`src/rtl/ctrl_unit_pipe.sv`:
```
// ID-stage control unit: decodes mode/op_code/S, checks the condition field against NZCV,
// and registers the control word into the ID/EXE register with stall, flush and memory-hold support.
module ctrl_unit_pipe #(
   parameter int CMD_W   = 4,
   parameter int TIMEOUT = 16
) (
   input  logic             clk,
   input  logic             rst,
   input  logic [1:0]       mode,
   input  logic [3:0]       op_code,
   input  logic             s_in,
   input  logic [3:0]       cond,
   input  logic [3:0]       status,
   input  logic             stall,
   input  logic             flush,
   input  logic             mem_ready,
   output logic [CMD_W-1:0] exe_cmd_q,
   output logic             wb_en_q,
   output logic             mem_r_en_q,
   output logic             mem_w_en_q,
   output logic             b_q,
   output logic             s_q,
   output logic             valid_q,
   output logic             illegal_q,
   output logic             busy,
   output logic             mem_err
);

   localparam int CNT_W = $clog2(TIMEOUT + 1);
   localparam logic [CNT_W-1:0] CNT_MAX  = CNT_W'(TIMEOUT);
   localparam logic [CNT_W-1:0] CNT_LAST = CNT_W'(TIMEOUT - 1);

   typedef enum logic {ST_IDLE, ST_WAIT} state_t;

   state_t           state;
   logic [CNT_W-1:0] wait_cnt;
   logic             pending_flush;

   logic [3:0]       dec_cmd;
   logic [CMD_W-1:0] dec_cmd_ext;
   logic             dec_wb, dec_mr, dec_mw, dec_b, dec_s, dec_ill;
   logic             cond_ok;
   logic             flag_n, flag_z, flag_c, flag_v;
   logic             mem_op_q;

   assign {flag_n, flag_z, flag_c, flag_v} = status;

   always_comb begin
      dec_cmd = 4'b0000;
      dec_wb  = 1'b0;
      dec_mr  = 1'b0;
      dec_mw  = 1'b0;
      dec_b   = 1'b0;
      dec_s   = 1'b0;
      dec_ill = 1'b0;
      case (mode)
         2'b00: begin
            dec_s = s_in;
            case (op_code)
               4'b1101: begin dec_cmd = 4'b0001; dec_wb = 1'b1; end
               4'b1111: begin dec_cmd = 4'b1001; dec_wb = 1'b1; end
               4'b0100: begin dec_cmd = 4'b0010; dec_wb = 1'b1; end
               4'b0101: begin dec_cmd = 4'b0011; dec_wb = 1'b1; end
               4'b0010: begin dec_cmd = 4'b0100; dec_wb = 1'b1; end
               4'b0110: begin dec_cmd = 4'b0101; dec_wb = 1'b1; end
               4'b0000: begin dec_cmd = 4'b0110; dec_wb = 1'b1; end
               4'b1100: begin dec_cmd = 4'b0111; dec_wb = 1'b1; end
               4'b0001: begin dec_cmd = 4'b1000; dec_wb = 1'b1; end
               4'b1010: dec_cmd = 4'b0100;
               4'b1000: dec_cmd = 4'b0110;
               default: dec_cmd = 4'b0000;
            endcase
         end
         2'b01: begin
            dec_cmd = 4'b0010;
            dec_mr  = s_in;
            dec_mw  = ~s_in;
            dec_wb  = s_in;
         end
         2'b10:   dec_b   = 1'b1;
         default: dec_ill = 1'b1;
      endcase
   end

   always_comb begin
      case (cond)
         4'b0000: cond_ok = flag_z;
         4'b0001: cond_ok = ~flag_z;
         4'b0010: cond_ok = flag_c;
         4'b0011: cond_ok = ~flag_c;
         4'b0100: cond_ok = flag_n;
         4'b0101: cond_ok = ~flag_n;
         4'b0110: cond_ok = flag_v;
         4'b0111: cond_ok = ~flag_v;
         4'b1000: cond_ok = flag_c & ~flag_z;
         4'b1001: cond_ok = ~flag_c | flag_z;
         4'b1010: cond_ok = (flag_n == flag_v);
         4'b1011: cond_ok = (flag_n != flag_v);
         4'b1100: cond_ok = ~flag_z & (flag_n == flag_v);
         4'b1101: cond_ok = flag_z | (flag_n != flag_v);
         4'b1110: cond_ok = 1'b1;
         default: cond_ok = 1'b0;
      endcase
   end

   always_comb begin
      dec_cmd_ext      = '0;
      dec_cmd_ext[3:0] = dec_cmd;
   end

   assign mem_op_q = valid_q & (mem_r_en_q | mem_w_en_q);
   assign busy     = mem_op_q & ~mem_ready;

   // A flush that arrives while a memory op is held is remembered and applied once the hold lifts.
   always_ff @(posedge clk or posedge rst) begin
      if (rst) begin
         exe_cmd_q     <= '0;
         wb_en_q       <= 1'b0;
         mem_r_en_q    <= 1'b0;
         mem_w_en_q    <= 1'b0;
         b_q           <= 1'b0;
         s_q           <= 1'b0;
         valid_q       <= 1'b0;
         illegal_q     <= 1'b0;
         pending_flush <= 1'b0;
      end else if (busy) begin
         if (flush) pending_flush <= 1'b1;
      end else if (flush || pending_flush) begin
         exe_cmd_q     <= '0;
         wb_en_q       <= 1'b0;
         mem_r_en_q    <= 1'b0;
         mem_w_en_q    <= 1'b0;
         b_q           <= 1'b0;
         s_q           <= 1'b0;
         valid_q       <= 1'b0;
         illegal_q     <= 1'b0;
         pending_flush <= 1'b0;
      end else if (!stall) begin
         exe_cmd_q  <= dec_cmd_ext;
         wb_en_q    <= dec_wb & cond_ok;
         mem_r_en_q <= dec_mr & cond_ok;
         mem_w_en_q <= dec_mw & cond_ok;
         b_q        <= dec_b  & cond_ok;
         s_q        <= dec_s  & cond_ok;
         valid_q    <= 1'b1;
         illegal_q  <= dec_ill;
      end
   end

   // mem_err is sticky until reset; the FSM keeps waiting after a timeout.
   always_ff @(posedge clk or posedge rst) begin
      if (rst) begin
         state    <= ST_IDLE;
         wait_cnt <= '0;
         mem_err  <= 1'b0;
      end else begin
         case (state)
            ST_IDLE: begin
               wait_cnt <= '0;
               if (busy) state <= ST_WAIT;
            end
            default: begin
               if (mem_ready) begin
                  state    <= ST_IDLE;
                  wait_cnt <= '0;
               end else begin
                  if (wait_cnt < CNT_MAX) wait_cnt <= wait_cnt + 1'b1;
                  if (wait_cnt == CNT_LAST) mem_err <= 1'b1;
               end
            end
         endcase
      end
   end

endmodule

```
`config.mk`:
```
export PLATFORM = sky130hd
export DESIGN_NAME = ctrl_unit_pipe
export DESIGN_NICKNAME = d
export VERILOG_FILES = /design/src/rtl/ctrl_unit_pipe.sv
export SDC_FILE = /design/constraint.sdc
export NUM_CORES = 1
export LEC_CHECK = 0
export ABC_AREA = 1
export BUFFER_PORTS_ARGS = -buffer_cell sky130_fd_sc_hd__buf_2
export CORE_MARGIN = 3
export CORE_UTILIZATION = 40
export CTS_CLUSTER_SIZE = 20
export DETAILED_ROUTE_END_ITERATION = 10
export GPL_TIMING_DRIVEN = 1
export PLACE_DENSITY = 0.66
export SYNTH_ARGS = -nofsm -noshare
export SYNTH_HDL_FRONTEND = slang
export SYNTH_SLANG_ARGS = --single-unit
```
`constraint.sdc`:
```
create_clock -name clk -period 1.2 [get_ports clk]
set_input_delay 0.12 -clock clk [delete_from_list [all_inputs] [get_ports clk]]
set_output_delay 0.12 -clock clk [all_outputs]
set_load 0.01 [all_outputs]
```
Word level (Yosys, flattened, before mapping)

Cells that the tools add are included.

Register bits: 19
Input port bits: 20

Add/subtract/negate cells: 1
$lt $le $gt $ge: 1
Equal/unequal tests: 32
Multiplexer cells: 35
Bitwise operators: 19
Reductions and logical operators: 12

Operators by type and width:

| operator                                              | count |
|---|---|
| == test 4 bit, second input constant                  | 12 |
| case mux 4 bit (9 select lines)                       | 1 |
| == test 4 x 3 -> 1 bit, second input constant         | 7 |
| two-way mux 1 bit                                     | 26 |
| two-way mux 5 bit                                     | 3 |
| case mux 1 bit (15 select lines)                      | 1 |
| == test 4 x 2 -> 1 bit, second input constant         | 3 |
| bitwise AND 1 bit                                     | 9 |
| OR reduction 9 bit                                    | 1 |
| == test 4 x 1 -> 1 bit, second input constant         | 2 |
| zero test 4 bit                                       | 2 |
| two-way mux 4 bit                                     | 2 |
| case mux 4 bit (2 select lines)                       | 1 |
| NOT 1 bit                                             | 7 |
| adder 5 x 1 -> 5 bit, second input constant           | 1 |
| == test 5 x 4 -> 1 bit, second input constant         | 1 |
| less-than comparator 5 bit, second input constant     | 1 |
| AND reduction 2 bit                                   | 2 |
| OR reduction 2 bit                                    | 2 |
| inequality test 3 x 2 -> 1 bit, second input constant | 1 |
| OR 1 bit                                              | 3 |
| AND reduction 3 bit                                   | 1 |
| OR reduction 3 bit                                    | 1 |
| == test 2 x 1 -> 1 bit, second input constant         | 1 |
| 9 further kinds                                       | 9 |

Logic depth before layout (Yosys ltp)

Gate-level depths: netlist of the first run.

Depth after elaboration: 7
Gate-level depth with buffers: 10
Mapped depth without buffers: 10

Worst setup path after synthesis of the first run

Ideal clock, no wire load.

Path type: reg2reg
Start point: reg mem_w_en_q
End point: reg exe_cmd_q[0]
Library setup time: 126 ps
Data arrival time: 1,109 ps
Data required time: 1,074 ps
Path slack: -35 ps
Cell stages (with the launch flop): 10
Path through: dfrtp_1 > nor2_1 > nor2_1 > nand2_2 > inv_2 > a21oi_2 > inv_2 > buf_6 > nand2_1 > o21ai_0

Longest elaborated chain between the ends: 5

RTL lines:

| item                                 | line | text |
|---|---|---|
| from (decl)                          | 20   | `output logic mem_w_en_q,` |
| from (signal assigned)               | 142  | `mem_w_en_q <= dec_mw & cond_ok;` |
| OR 1 bit                             | 111  | `assign mem_op_q = valid_q & (mem_r_en_q \| mem_w_en_q);` |
| bitwise AND 1 bit                    | 111  |  |
| bitwise AND 1 bit                    | 112  | `assign busy = mem_op_q & ~mem_ready;` |
| named net busy                       | 25   | `output logic busy,` |
| NOT 1 bit (no source line)           | --   |  |
| AND reduction 2 bit (no source line) | --   |  |
| to (signal assigned)                 | 139  | `exe_cmd_q <= dec_cmd_ext;` |
| to (decl)                            | 17   | `output logic [CMD_W-1:0] exe_cmd_q,` |

The timed path passes the listed nets, and every way through them passes these cells.
A chain may end at the register's enable or synchronous reset.

Final worst setup path of the first run

Start point: reg mem_r_en_q
End point: out busy

Longest elaborated chain between the ends: 3

RTL lines:

| item                   | line | text |
|---|---|---|
| from (decl)            | 19   | `output logic mem_r_en_q,` |
| from (signal assigned) | 141  | `mem_r_en_q <= dec_mr & cond_ok;` |
| OR 1 bit               | 111  |  |
| bitwise AND 1 bit      | 111  |  |
| bitwise AND 1 bit      | 112  |  |
| to (decl)              | 25   |  |

Every way passes these cells.

==> results.md, run 1 <==
* Status: finished, violations left
* Failing checks: negative setup slack
* GRT overflow at 0
* Core ar. at 0.00278 mm²
* Routed vias/inst at 4.92
* Post-Route M1 WL at 1230 µm
* Final Skew at 0.381 ps
* Worst slew margin at 0.828
* Sequential-to-total area share from yosys stat at 0.403
* Largest net degree at the start of global routing at 20
* Clock Latency Late Sink at 290 ps
* Worst-path fanout max at 4
* Post-route design area at 0.00154 mm²
* Top layer in use: met4
* Root Driver: clkbuf_4
* Post-Route WL at 2830 µm
* Routability cong. at 0.812
* Antenna diodes at 0
* Post-DP HPWL at 2230 µm
* I/O pins at 33
* Clk pin slew, worst setup/hold paths at 100 ps
* Pwr dens at 796 mW/mm²
* Clk sinks at 19
* Final Non-Filler Cells at 249
* Post-DP Area at 0.00141 mm²
* Metal2 WL at 1420 µm
* Max Cap Viol at 0
* Critical Path Start Type: flop
* Layout area overhead at 30.3%
* Cell Area, Synth at 0.00118 mm²
* Cells after DPL at 237
* Final Max Slew Viols at 0
* Global-route wire length before repair at 4430 µm
* Die Ht at 60.3 µm
* Die footprint at 0.00363 mm²
* Avg WL per Cell at 11.3 µm
* Final core utilization at 0.552
* Syn Nets at 192
* Port buffer count at 32
* CP required at 1080 ps
* Critical Path Sink Type: output pin
* Via Count at 1225
* Yosys Warn Count at 0
* Setup violations, final at 3
* Worst hold-check path type: input pin to flop
* Num rows at 19
* Initial Utilization at 0.424
* Tmin final at 1260 ps
* Leak pwr at 0.000871 µW
* Actual slew at the worst max-slew pin at 256 ps
* Die Wd at 60.3 µm
* CP arrival at 1140 ps
* Peak supply drop at 0.677 mV
* Layout Nets at 241
* Initial DRC Count at 39
* # DRC at 0
* Antenna viol nets, final at 0
* Total power at 1220 µW
* Htree depth at 1
* Met3 Wirelength at 167 µm
* Vias in the first global route at 1145
* Initial antenna violation count at 0
* F_max at 794 MHz
* Drt pass-1 iters at 4
* CTS tree: yes
* Cells after Synth at 170
* RSZ-0062 raised after global routing: yes
* Total track usage at 0.161
* CTS buffer count at 3
* WS Path Type: flop to output pin
* Layout cells sized above 1 at 0.289
* Fin worst setup slack at -59.8 ps
* Yosys reg bits at 19
* Mean Syn Cell Area at 6.93 µm²
* Unique masters post-synth at 25
* Setup_tns at -60.3 ps
* R2r setup slk at 0 ps
* Longest Clk Path Bufs at 2
* Fin. Hold Viols at 0
* Tcrit/Tclk final at 1.05
[logic make-up after synthesis]
group,after synthesis,synth area share
AOI/OAI and AO/OA,21,0.109
xor gates and xnor gates,1,0.00743
adders and majority gates,2,0.0212
buffers and inverters,31,0.106
DFF,19,0.403
and+or+nand+nor,96,0.352
[report_power, final]
group | switching, µW | internal [µW] | leakage, µW
Clock | 188 | 129 | 0.0000150
Sequential | 7.59 | 653 | 0.000262
Combinational | 151 | 93.9 | 0.000593
[Yosys cell counts, drive strengths merged]
library cell   n  area (µm²)
o31ai          3        22.5
nand2         53         204
nor2          17        71.3
a211oi         1        7.51
nand4          1        6.26
nand3         17        90.1
xnor2          1        8.76
nand3b         1        7.51
a31o           1        8.76
buf            2        16.3
a21oi          8        47.6
o21ai          6        30.0
o22ai          1        6.26
ha             2        25.0
dfrtp         19         475
nor3           6        30.0
nor4           1        6.26
inv           29         109
a31oi          1        6.26
[worst max-delay path, cell delays in order, from the launching register on]
cell and delay [ps]:
dfrtp_1 370, nor2_1 50, nor2_1 120, nand2_2 90, inv_2 100, buf_6 110
[cells in the final DEF (no fill, tap or decap), types with 3 or more instances in the layout]
cell / n
dfrtp_1: 19
nor3_1: 5
o31ai_1: 3
buf_2: 30
buf_4: 13
nand3_1: 16
nand2_1: 51
o21ai_0: 5
nor2_1: 15
inv_2: 3
clkbuf_4: 3
a21oi_1: 6
inv_1: 25
[layer usage]
layer,up-vias,global-route usage
met1,558,0.187
li1,640,-
met3,2,0.0497
met5,-,0
met4,0,0.0316
met2,25,0.290
[path summary, 6_finish.rpt]
| check | from | end | cells after the start |
|---|---|---|---|
| worst min-delay path | mode[1] | exe_cmd_q[1]$_DFFE_PP0P_ | 2 |
| min in group asynchronous | rst | exe_cmd_q[3]$_DFFE_PP0P_ | 4 |
| worst max-delay path | mem_r_en_q$_DFFE_PP0P_ | busy | 5 |
| worst min register to register | mem_err$_DFFE_PP0P_ | mem_err$_DFFE_PP0P_ | 1 |
| worst max register to register | mem_r_en_q$_DFFE_PP0P_ | exe_cmd_q[3]$_DFFE_PP0P_ | 8 |
| max in group asynchronous | rst | s_q$_DFFE_PP0P_ | 4 |
[through the flow]
stage          hold slack [ps]  setup slack, ps
5_1_grt                   53.3             -127
2_1_floorplan             71.1            -34.9
3_5_place_dp               149            -58.9
4_1_cts                   45.5            -33.6
3_3_place_gp               147             6.41
6_report                  58.5            -59.8
[timing repair]
item,in CTS,in global routing
resized for setup,4,7
hold endpoints to repair,19,0
setup endpoints to repair,8,14
buffers inserted,5,2
hold buffers,1,0
pin swaps,2,2
[state kept, by name (all words and copies together) (netlist names)]
| signal | count |
|---|---|
| wb_en_q | 1 |
| mem_r_en_q | 1 |
| pending_flush | 1 |
| illegal_q | 1 |
| b_q | 1 |
| state | 1 |
| mem_w_en_q | 1 |
| s_q | 1 |
| mem_err | 1 |
| wait_cnt | 5 |
| exe_cmd_q | 4 |
| valid_q | 1 |
[cell type report]
cell class                      instances  area (µm²)
Fill cell                             265        1250
Multi-Input combinational cell        120         603
Sequential cell                        19         475
Timing Repair Buffer                   46         280
Inverter                               29         111
Tap cell                               31        38.8
Clock buffer                            4        26.3
No activity file was read; power rests on OpenSTA's default activity.
==> inputs of run 2 (changes only) <==
--- a/config.mk
+++ b/config.mk
@@ -7,12 +7,11 @@
 export LEC_CHECK = 0
 export ABC_AREA = 1
 export BUFFER_PORTS_ARGS = -buffer_cell sky130_fd_sc_hd__buf_2
-export CORE_MARGIN = 3
+export CORE_MARGIN = 2
 export CORE_UTILIZATION = 40
 export CTS_CLUSTER_SIZE = 20
 export DETAILED_ROUTE_END_ITERATION = 10
 export GPL_TIMING_DRIVEN = 1
-export PLACE_DENSITY = 0.66
 export SYNTH_ARGS = -nofsm -noshare
 export SYNTH_HDL_FRONTEND = slang
 export SYNTH_SLANG_ARGS = --single-unit
==> constraint.sdc (replaced) <==
create_clock -name clk -period 1.41 [get_ports clk]
set_input_delay 0.141 -clock clk [delete_from_list [all_inputs] [get_ports clk]]
set_output_delay 0.141 -clock clk [all_outputs]
set_load 0.01 [all_outputs]
==> run 2 against run 1 <==
The flow now finishes without violations. Cell area decreased by 8.4%. Sequential power decreased by 15%. Global-route usage increased by 0.56 points. Combinational power decreased by 21%. Clock-buffer cell count decreased by 1. Via count decreased by 3.6%. Critical path depth unchanged. Largest power group unchanged. Wire length decreased by 8.5%. Largest cell class unchanged.
==> results.md, run 2 (synthesis results as in run 1) <==
* Final Skew at 10.5 ps
* Final Non-Filler Cells at 237
* Longest Clk Path Bufs at 2
* Hold endpoint: exe_cmd_q[1]$_DFFE_PP0P_
* P_sw at 304 µW
* Post-route design area at 0.00141 mm²
* CTS buffer count at 3
* Layout area overhead at 19.3%
* RSZ-0062 raised after global routing: no
* GRT overflow at 0
* WS Path Type: flop to output pin
* Layout cells sized above 1 at 0.228
* Largest register FFs at 5
* Crit-path most repeated cell: nor2_1
* Final core utilization at 0.506
* Core ar. at 0.00278 mm²
* Global-route wire length before repair at 4430 µm
* Pwr dens at 736 mW/mm²
* Avg WL per Cell at 10.9 µm
* Initial antenna violation count at 0
* Worst hold-check path type: input pin to flop
* Final Max Slew Viols at 0
* Num rows at 19
* Post-cts resize count at 0
* Crit-path cells: nor2_1, nor2_1, nand2_2, inv_2, buf_2
* Clock power frac at 0.271
* Critical Path Sink Type: output pin
* CP top delay family: flip-flops
* Drt pass-1 iters at 4
* Clock Latency Late Sink at 300 ps
* Actual slew at the worst max-slew pin at 288 ps
* Antenna viol nets, final at 0
* Cells after DPL at 232
* Tmin final at 1300 ps
* Leak pwr at 0.000816 µW
* Peak supply drop at 0.597 mV
* R2r setup slk at 160 ps
* Die Ht at 58.3 µm
* Largest net degree at the start of global routing at 14
* Worst-path fanout max at 5
* Initial Utilization at 0.424
* Root Driver: clkbuf_4
* Setup_tns at 0 ps
* Slowest CP cell: dfrtp_1
* Worst r2r src: wait_cnt[0]$_DFFE_PP0P_
* I/O pins at 33
* Antenna diodes at 0
* Critical path's largest stage delay at 410 ps
* Hold Buf Count CTS at 1
* Most frequent cells in the layout: 51 x nand2_1, 32 x buf_2, 26 x inv_1, 19 x dfrtp_1
* Via Count at 1181
* Top reg by flops: wait_cnt
* Critical path buffers and inverters at 2
* Clk pin slew, worst setup/hold paths at 120 ps
* CP arrival at 1160 ps
* Total track usage at 0.167
* Max Cap Viol at 0
* Vias in the first global route at 1085
* Critical Path Start Type: flop
* Hold WS at 62.4 ps
* # DRC at 0
* Clk sinks at 19
* Setup violations, final at 0
* Die Wd at 58.3 µm
* Status: complete, no violations
* Initial DRC Count at 46
* Largest regs: wait_cnt x5, exe_cmd_q x4
* CP required at 1270 ps
* Internal at 732 µW
* Worst slew margin at 0.808
* Hold Path Depth at 2
* Routability cong. at 0.817
* F_max at 768 MHz
* Post-CTS setup buffers at 0
* Reg-to-reg endpoint: mem_err$_DFFE_PP0P_
* Layout Nets at 229
* Worst R2R Path Depth at 5
* Post-DP HPWL at 2090 µm
* Htree depth at 1
* Post-DP Area at 0.00137 mm²
* Logic pwr share at 0.186
* Switching power share of the total at 0.293
* Tcrit/Tclk final at 0.923
* Routed vias/inst at 4.98
* CTS tree: yes
* Port buffer count at 32
* Post-Route WL at 2580 µm
* Fin. Hold Viols at 0
* Hold Startpoint: mode[1]
* Reg power frac at 0.542
* Commonest non-fill, non-tap cell in the layout: nand2_1
* Die footprint at 0.00340 mm²
run 2: per-layer routing:
layer / wire length [µm] / part of all wire / up-vias / track usage
met5: 0 / 0 / - / 0
met4: 11 / 0.0043 / 0 / 0.0299
met3: 92 / 0.036 / 2 / 0.0469
met2: 1310 / 0.51 / 20 / 0.297
met1: 1170 / 0.45 / 540 / 0.202
li1: - / - / 619 / -
run 2: power groups by stage:
stage	registers, µW	clock network, µW	logic, µW
6_report	562	281	193
5_1_grt	563	320	221
4_1_cts	562	290	196
3_5_place_dp	572	0	193
3_3_place_gp	572	0	187
2_1_floorplan	577	0	112
run 2: worst reg2reg max path, stage by stage, from the launching register on:
cell and delay [ps]:
dfrtp_1 410, ha_1 220, inv_1 70, nor3_1 50
ha_1 170, a31o_2 230
run 2: cell type report:
class | instances | area [µm²]
Inverter | 29 | 109
Timing Repair Buffer | 34 | 178
Clock inverter | 1 | 5.00
Fill cell | 291 | 1380
Tap cell | 31 | 38.8
Clock buffer | 3 | 22.5
Sequential cell | 19 | 475
Multi-Input combinational cell | 120 | 578
run 2: through the flow:
step	setup WS (ps)	total power [µW]
floorplan	175	689
global placement	202	759
detailed placement	182	765
CTS	87.2	1050
global route	19.6	1100
finish	109	1040
run 2: worst max path at each step:
stage / from / end / slack (ps) / cells after the start
final: mem_w_en_q$_DFFE_PP0P_ / busy / 110 / 5
after CTS: mem_w_en_q$_DFFE_PP0P_ / busy / 90 / 5
after global placement: wait_cnt[0]$_DFFE_PP0P_ / mem_err$_DFFE_PP0P_ / 200 / 5
after detailed placement: wait_cnt[0]$_DFFE_PP0P_ / mem_err$_DFFE_PP0P_ / 180 / 5
after global routing: mem_w_en_q$_DFFE_PP0P_ / busy / 20 / 5
after floorplan: mem_w_en_q$_DFFE_PP0P_ / exe_cmd_q[0]$_DFFE_PP0P_ / 180 / 9
==> inputs of run 3 (changes only) <==
--- a/config.mk
+++ b/config.mk
@@ -5,7 +5,6 @@
 export SDC_FILE = /design/constraint.sdc
 export NUM_CORES = 1
 export LEC_CHECK = 0
-export ABC_AREA = 1
 export BUFFER_PORTS_ARGS = -buffer_cell sky130_fd_sc_hd__buf_2
 export CORE_MARGIN = 2
 export CORE_UTILIZATION = 40
==> constraint.sdc (replaced) <==
create_clock -name clk -period 1.7 [get_ports clk]
set_input_delay 0.17 -clock clk [delete_from_list [all_inputs] [get_ports clk]]
set_output_delay 0.17 -clock clk [all_outputs]
set_load 0.01 [all_outputs]
==> run 3 against run 2 <==
Clock-buffer cell count up 1. Clock power down 21%. Global-route usage shrank 1.2 points. Critical path depth unchanged. Worst hold slack improved by 52 ps. Sequential power down 17%. Synthesized cell count down 29%. Register-to-register slack better by 90 ps. Setup slack improved by 140 ps. Via count shrank 16%. Wire length fell by 7.9%. Area after synthesis shrank 4.1%. Critical endpoint is now exe_cmd_q[3]$_DFFE_PP0P_. Highest routed layer unchanged.
==> results.md, run 3 <==
* Status: complete, no violations
* Leak pwr at 0.000703 µW
* Post-CTS setup buffers at 0
* Critical path's largest stage delay at 420 ps
* Largest cells by area after synthesis: dfrtp_1 42%, nand2_1 4.7%, mux2i_1 3.5%, a21oi_1 3.1%, o21ai_0 3.1%
* Yosys Warn Count at 0
* EDFF count, synth at 0
* Cells after Synth at 120
* Post-Route WL at 2380 µm
* Hold WS at 114 ps
* Mean Syn Cell Area at 9.42 µm²
* Die footprint at 0.00327 mm²
* FFs w/ async S/R, synth at 1.00
* Largest register FFs at 5
* Root Driver: clkbuf_4
* Crit-path cells: o211ai_2, inv_1, nor4_4, and2b_1, a32o_1
* Post-DP HPWL at 1820 µm
* Area leader, netlist: dfrtp_1
* Setup_tns at 0 ps
* Layout Nets at 177
* Critical Path Sink Type: flop
* Unique masters post-synth at 39
* Layout cells sized above 1 at 0.286
* CP top delay family: simple AND/OR/NAND/NOR gates
* Avg WL per Cell at 12.9 µm
* Core ar. at 0.00271 mm²
* Largest regs: wait_cnt x5, exe_cmd_q x4
* Sequential-to-total area share from yosys stat at 0.421
* WS Path Type: flop to flop
* Final Skew at 3.85 ps
* Initial Utilization at 0.417
* Global-route wire length before repair at 4060 µm
* CTS buffer count at 3
* Num rows at 19
* Port buffer count at 32
* Clk pin slew, worst setup/hold paths at 100 ps
* Worst slew margin at 0.732
* Critical Path Start Type: flop
* Layout area overhead at 19.5%
* Die Wd at 57.1 µm
* Clock Latency Late Sink at 290 ps
* Antenna diodes at 0
* Actual slew at the worst max-slew pin at 402 ps
* Pwr dens at 626 mW/mm²
* Slowest CP cell: dfrtp_1
* Syn Nets at 142
* Antenna viol nets, final at 0
* Top reg by flops: wait_cnt
* Drt pass-1 iters at 4
* Critical path buffers and inverters at 1
* Primary FF master, synth: dfrtp_1
* Die Ht at 57.1 µm
* Setup violations, final at 0
* # DRC at 0
* Cell Area, Synth at 0.00113 mm²
* Yosys reg bits at 19
* Total track usage at 0.155
* GRT overflow at 0
* Initial DRC Count at 18
* CP arrival at 1680 ps
* Htree depth at 1
* CP required at 1930 ps
* Clk sinks at 19
* Routed vias/inst at 5.36
* Routability cong. at 0.771
* CTS tree: yes
* Post-synth top area share at 0.421
* Max Cap Viol at 0
* Vias in the first global route at 962
* Commonest non-fill, non-tap cell in the layout: buf_2
* Place WS at 92.3 ps
* Most frequent cells in the layout: 32 x buf_2, 19 x dfrtp_1, 14 x nand2_1, 8 x nor2_1
* Initial antenna violation count at 0
* Via Count at 992
* Largest net degree at the start of global routing at 20
* F_max at 690 MHz
* Synth cell count leaders: 19 x dfrtp_1, 14 x nand2_1, 8 x nor2_1
* Peak supply drop at 0.631 mV
* Tmin final at 1450 ps
* Fin. Hold Viols at 0
* Longest Clk Path Bufs at 2
* Fin worst setup slack at 251 ps
* Worst-path fanout max at 4
* I/O pins at 33
* Tcrit/Tclk final at 0.852
* Worst hold-check path type: input pin to flop
* Most common cell in the netlist: dfrtp_1
* RSZ-0062 raised after global routing: no
* Final Max Slew Viols at 0
## run 3: power breakdown
group	leakage [µW]	internal, µW	switching [µW]
combinational	0.000425	67.6	89.5
clock	0.0000150	91.2	132
sequential	0.000262	460	5.30
total	0.000703	619	227
## run 3: kinds of logic (layout without fill, tap and decap cells)
group,Yosys count,after routing,synth area share
simple gates,49,49,0.246
compound gates,27,27,0.168
flops,19,19,0.421
buf+inv,12,46,0.0531
xor+xnor,7,7,0.0543
mux,4,4,0.0354
fa+ha+maj,2,2,0.0221
## run 3: layout make-up
| class | instances | area, µm² |
|---|---|---|
| timing repair buffer | 36 | 193 |
| inverter | 6 | 22.5 |
| fill | 294 | 1360 |
| clock buffer | 4 | 26.3 |
| tap | 31 | 38.8 |
| sequential | 19 | 475 |
| multi-input combinational | 89 | 594 |
## run 3: metal layers
metal,global-route usage,part of all wire,up-vias
met3,0.0408,0.049,2
met2,0.259,0.45,25
li1,-,-,492
met4,0.0199,0.0046,0
met1,0.207,0.49,473
met5,0,0,-
## run 3: worst min-delay path: cells and delay by family
kind	cells	cell delay, ps
buffers and inverters	1	80
and+or+nand+nor	2	120
## run 3: path summary, 6_finish.rpt
| path | from | endpoint | slack, ps | cells past startpoint |
|---|---|---|---|---|
| worst max-delay path | mem_w_en_q$_DFFE_PP0P_ | exe_cmd_q[3]$_DFFE_PP0P_ | 250 | 5 |
| max in group asynchronous | rst | exe_cmd_q[0]$_DFFE_PP0P_ | 1070 | 4 |
| worst min-delay path | flush | pending_flush$_DFFE_PP0P_ | 110 | 3 |
| min in group asynchronous | rst | pending_flush$_DFFE_PP0P_ | 420 | 4 |
| worst min register to register | mem_err$_DFFE_PP0P_ | mem_err$_DFFE_PP0P_ | 490 | 1 |
| worst max register to register | mem_w_en_q$_DFFE_PP0P_ | exe_cmd_q[3]$_DFFE_PP0P_ | 250 | 5 |
## run 3: timing repair
action / 4_1_cts / 5_1_grt
hold endpoints to repair: 19 / 0
resized for setup: 0 / 0
hold buffers: 1 / 0
## run 3: per-stage QoR
stage / util / instances / area [µm²] / power [µW]
after floorplan: - / 120 / 1130 / 573
after global placement: 0.485 / 180 / 1310 / 625
after detailed placement: 0.485 / 180 / 1310 / 630
after CTS: 0.498 / 185 / 1350 / 864
after global routing: 0.498 / 185 / 1350 / 902
final: 0.498 / 185 / 1350 / 846
